[src/rtl/mar_seq_pkg.sv]
// Shared encodings for the mar_seq address register and burst sequencer.
// The build macro MAR_SEQ_WRAP_EN (used in mar_step) enables bounded window wrap.
package mar_seq_pkg;

  localparam logic [1:0] SEL_HOLD = 2'b00;
  localparam logic [1:0] SEL_LOAD = 2'b01;
  localparam logic [1:0] SEL_INC  = 2'b10;
  localparam logic [1:0] SEL_DEC  = 2'b11;

  typedef enum logic {
    IDLE  = 1'b0,
    BURST = 1'b1
  } state_t;

endpackage

[src/rtl/mar_step.sv]
// Combinational next-address step for mar_seq, shared by single steps and bursts.
// With MAR_SEQ_WRAP_EN defined, stepping off a window bound wraps to the other bound.
module mar_step #(
  parameter int unsigned AW = 8
) (
  input  logic [AW-1:0] addr,
  input  logic          dir,
  input  logic [AW-1:0] lo,
  input  logic [AW-1:0] hi,
  output logic [AW-1:0] next,
  output logic          wrapped
);

  // dir=0 steps up, dir=1 steps down; bound hits are equality-only
  always_comb begin
    next    = dir ? (addr - AW'(1)) : (addr + AW'(1));
    wrapped = 1'b0;
`ifdef MAR_SEQ_WRAP_EN
    if (!dir && (addr == hi)) begin
      next    = lo;
      wrapped = 1'b1;
    end else if (dir && (addr == lo)) begin
      next    = hi;
      wrapped = 1'b1;
    end
`endif
  end

`ifndef MAR_SEQ_WRAP_EN
  logic unused_bounds;
  assign unused_bounds = ^{lo, hi};
`endif

endmodule

[src/rtl/mar_seq.sv]
// Memory address register with gated load/inc/dec and a valid/ready address burst sequencer.
// Window wrap is enabled by defining MAR_SEQ_WRAP_EN.
module mar_seq
  import mar_seq_pkg::*;
#(
  parameter int unsigned AW = 8,
  parameter int unsigned LW = 4
) (
  input  logic          clk,
  input  logic          clr,
  input  logic          g1,
  input  logic          g2,
  input  logic [1:0]    select,
  input  logic [AW-1:0] d_in,
  input  logic [AW-1:0] lo_bound,
  input  logic [AW-1:0] hi_bound,
  input  logic          burst_start,
  input  logic [LW-1:0] burst_len,
  input  logic          burst_dir,
  input  logic          addr_ready,
  output logic [AW-1:0] addr_out,
  output logic          addr_valid,
  output logic          busy,
  output logic          wrap,
  output logic          done
);

  state_t        state, state_nx;
  logic [LW-1:0] cnt, cnt_nx;
  logic          dir_q, dir_nx;
  logic [AW-1:0] addr_nx;
  logic          wrap_nx, done_nx;
  logic          en;
  logic          step_dir;
  logic [AW-1:0] step_next;
  logic          step_wrap;

  assign en = g1 & g2;

  // In IDLE select[0] distinguishes inc (0) from dec (1); in BURST the latched direction rules
  assign step_dir = (state == BURST) ? dir_q : select[0];

  mar_step #(.AW(AW)) u_step (
    .addr    (addr_out),
    .dir     (step_dir),
    .lo      (lo_bound),
    .hi      (hi_bound),
    .next    (step_next),
    .wrapped (step_wrap)
  );

  always_comb begin
    state_nx = state;
    cnt_nx   = cnt;
    dir_nx   = dir_q;
    addr_nx  = addr_out;
    wrap_nx  = 1'b0;
    done_nx  = 1'b0;
    case (state)
      IDLE: begin
        if (en) begin
          if (burst_start) begin
            state_nx = BURST;
            cnt_nx   = burst_len;
            dir_nx   = burst_dir;
          end else begin
            case (select)
              SEL_HOLD: ;
              SEL_LOAD: addr_nx = d_in;
              SEL_INC, SEL_DEC: begin
                addr_nx = step_next;
                wrap_nx = step_wrap;
              end
            endcase
          end
        end
      end
      BURST: begin
        // Address only advances on a handshake; the final one leaves it one past the last beat
        if (addr_ready) begin
          addr_nx = step_next;
          wrap_nx = step_wrap;
          if (cnt == '0) begin
            state_nx = IDLE;
            done_nx  = 1'b1;
          end else begin
            cnt_nx = cnt - LW'(1);
          end
        end
      end
      default: state_nx = IDLE;
    endcase
  end

  always_ff @(posedge clk or posedge clr) begin
    if (clr) begin
      state      <= IDLE;
      cnt        <= '0;
      dir_q      <= 1'b0;
      addr_out   <= '0;
      addr_valid <= 1'b0;
      busy       <= 1'b0;
      wrap       <= 1'b0;
      done       <= 1'b0;
    end else begin
      state      <= state_nx;
      cnt        <= cnt_nx;
      dir_q      <= dir_nx;
      addr_out   <= addr_nx;
      addr_valid <= (state_nx == BURST);
      busy       <= (state_nx == BURST);
      wrap       <= wrap_nx;
      done       <= done_nx;
    end
  end

endmodule

[config.mk]
export PLATFORM = sky130hd
export DESIGN_NAME = mar_seq
export DESIGN_NICKNAME = d
export VERILOG_FILES = /design/src/rtl/mar_seq_pkg.sv /design/src/rtl/mar_step.sv /design/src/rtl/mar_seq.sv
export SDC_FILE = /design/constraint.sdc
export NUM_CORES = 1
export LEC_CHECK = 0
export BUFFER_PORTS_ARGS = -buffer_cell sky130_fd_sc_hd__buf_4
export CAP_MARGIN = 40
export CORE_MARGIN = 2
export CORE_UTILIZATION = 47
export DETAILED_ROUTE_END_ITERATION = 6
export PLACE_DENSITY_LB_ADDON = 0.08
export SLEW_MARGIN = 20
export SYNTH_ARGS = -nofsm -noshare
export SYNTH_HDL_FRONTEND = slang
export SYNTH_SLANG_ARGS = --single-unit
export TNS_END_PERCENT = 30
[constraint.sdc]
create_clock -name clk -period 2.82 [get_ports clk]
set_input_delay 0.423 -clock clk [delete_from_list [all_inputs] [get_ports clk]]
set_output_delay 0.423 -clock clk [all_outputs]
set_load 0.05 [all_outputs]
==> metrics.cfg <==
[outcome]
outcome = finished, final reports clean

[drt]
drt_iter0_markers = 16
final_antenna_net_count = 0
routed_wl_um = 2410
viasPerCell = 5.46
vias = 1043
detail_route.wl_per_cell_um = 12.6
drc = 0
drt-pass1-iter-count = 4

[synth]
synth_edf_count = 0
avgSynthCellArea_um2 = 8.63
synthCells = 131
ys_warn_count = 0
async_flop_share = 1.00
synth_nets = 177
seq_area_frac_synth = 0.332
synth_seq_cells = 15
synth_top_flop_cell = dfrtp_1
ys_types = 43
syn_area_mm2 = 0.00113

[power_and_ir_drop]
netSwitchingPower_mw = 1.08
clkPwrFrac = 0.060
p_int_mw = 1.02
power.density_mw_per_mm2 = 1500
comb_power_share = 0.744
ir_worst_vdd_mv = 0.939
p_sw_frac = 0.515
pwr-share-seq = 0.196
p_leak_nw = 0.671

[setup_path]
crit_type = register to register
arrival_ns = 2.52
critPathCaptureType = register
cp_slowest_cell = or4_1
critPathLaunch = state$_DFF_PP0_
regToRegSetupSlack_ns = 0.47
r2r_end = addr_out[6]$_DFFE_PP0P_
crit_required_ns = 2.99
max_stage_delay_ns = 0.40
r2r_cells = 8
start_kind = register
r2r-start = state$_DFF_PP0_
crit_chain = mux2i_1 -> inv_1 -> ha_1 -> nor2b_4 -> o31a_1 -> or4_1 -> a32oi_1 -> a21oi_1
crit_path_max_fanout = 6

[clocking]
cts.repair.resized = 0
cts_buffers = 3
cts-root-buf = clkbuf_4
holdBufCountCts = 0
htree_levels = 1
cts.sink_count = 15
clock_latency_ns = 0.28
path_clk_slew_ns = 0.09
ctsLongestPathBuffers = 2
cts_tree = yes
post_cts_buffers = 0

[grt]
grt_util_met2 = 0.354
use_met1 = 0.264
antenna_found_initial = 0
grt_pass1_vias = 1022
grt_pass1_wl_um = 4280
grt_max_degree = 19
grt_use_met3 = 0.0593
grt.total_usage = 0.210
grt_remaining_overflow = 0
grt-busiest-layer = met2

[place]
routabilityCongestion = 0.766
port_buffers = 31
hpwlAfterDp_um = 1890

[cells_and_area]
final_layout_size_suffix_gt1_frac = 0.276
nNetsFinal = 210
areaGrowthSynthToFinish_pct = 24.0
antenna_cells = 0
fillers = 205
post-route-util = 0.628

[job]
cap_violations = 0

[sta]
setup_viol = 0
period_share = 0.833
worst_pin_slew_ns = 0.628
fmax_ghz = 0.426
fin_worst_skew_ns = 0.00398
period_needed_ns = 2.35
drv_slew = 0
hold_violations = 0
slew_headroom = 0.580
rsz0062_at_grt = no
finalSetupTns_ns = 0

[floorplan]
pin_count = 49
fp.coreArea_mm2 = 0.00223
rows = 17
start_util = 0.506
fp.dieArea_mm2 = 0.00281
die_w_um = 53.1
die_h_um = 53.1

[min_path]
hp-class = input pin to async pin

## state kept, by name, summed over array words and instances, names as in the netlist
signal and flops:
addr_out 8, cnt 4, dir_q 1, done 1, state 1
## per-layer routing
metal / routed length, µm / up-vias
li1: - / 535
met1: 1120 / 481
met2: 1140 / 25
met3: 125 / 2
met4: 18 / 0
met5: 0 / -
## area by class of cell
cell class	instances	area (µm²)	share of cell area
timing repair buffer	34	255	0.182
inverter	8	30.0	0.0214
tap	28	35.0	0.0250
clock buffer	4	26.3	0.0187
sequential	15	375	0.268
multi-input combinational	102	681	0.485
## power by group through the flow
stage | combinational (mW) | sequential [mW] | clock [mW]
finish | 1.56 | 0.412 | 0.126
global route | 1.76 | 0.430 | 0.141
CTS | 1.58 | 0.413 | 0.130
detailed placement | 1.56 | 0.416 | 0
global placement | 1.51 | 0.411 | 0
floorplan | 1.02 | 0.631 | 0
## cells by family (layout without fill, tap and decap cells)
logic type                 Yosys count  after routing  share of synthesized area
xor gates and xnor gates             2              2                     0.0155
adders and majority gates            9              9                      0.106
AOI/OAI and AO/OA                   40             40                      0.249
muxes                                2              2                     0.0188
and+or+nand+nor                     48             48                      0.209
DFF                                 15             15                      0.332
buffers and inverters               14             46                     0.0664
other                                1              1                    0.00332
## metrics by stage
stage               cell area, µm²  hold WS [ns]  total power, mW  worst slack (ns)  cells
floorplan                     1130         0.324             1.65            0.0401    131
global placement              1380         0.492             1.92             0.376    187
detailed placement            1380         0.498             1.98             0.362    187
CTS                           1400         0.216             2.12             0.459    191
global route                  1400         0.250             2.33             0.332    191
finish                        1400         0.195             2.10             0.471    191
## synth_stat cells, types with 3 or more instances
cell,instances,share of area
dfrtp_1,15,0.33
o21ai_0,10,0.044
ha_1,8,0.088
nor2_1,16,0.053
a211oi_1,3,0.020
a21oi_1,11,0.049
a31oi_1,3,0.017
nand3_1,5,0.022
nand2_1,14,0.046
inv_1,8,0.027
## layout by cell type (no fill, tap or decap), types with 2 or more instances in the layout
master / count
nand2_1: 14
o21ai_0: 10
dfrtp_1: 15
buf_4: 34
clkbuf_4: 3
nor3_1: 2
a211oi_1: 3
nor2_1: 16
nand3_1: 5
inv_1: 8
ha_1: 8
a21oi_1: 11
o21ai_1: 2
a31oi_1: 3
## worst max path at each step
| stage | endpoint |
|---|---|
| 6_report | addr_out[6]$_DFFE_PP0P_ |
| 5_1_grt | addr_out[6]$_DFFE_PP0P_ |
| 3_3_place_gp | addr_out[6]$_DFFE_PP0P_ |
| 3_5_place_dp | addr_out[6]$_DFFE_PP0P_ |
| 2_1_floorplan | addr_out[6]$_DFFE_PP0P_ |
| 4_1_cts | addr_out[6]$_DFFE_PP0P_ |
## critical path, delay by kind of cell (launching register included)
kind                       cells  cell delay [ns]
buffers and inverters          1             0.17
muxes                          1             0.25
DFF                            1             0.38
adders and majority gates      1             0.35
AOI/OAI and AO/OA              3             0.54
and+or+nand+nor                2             0.55
Note: power is estimated with default switching activity, not from simulation.
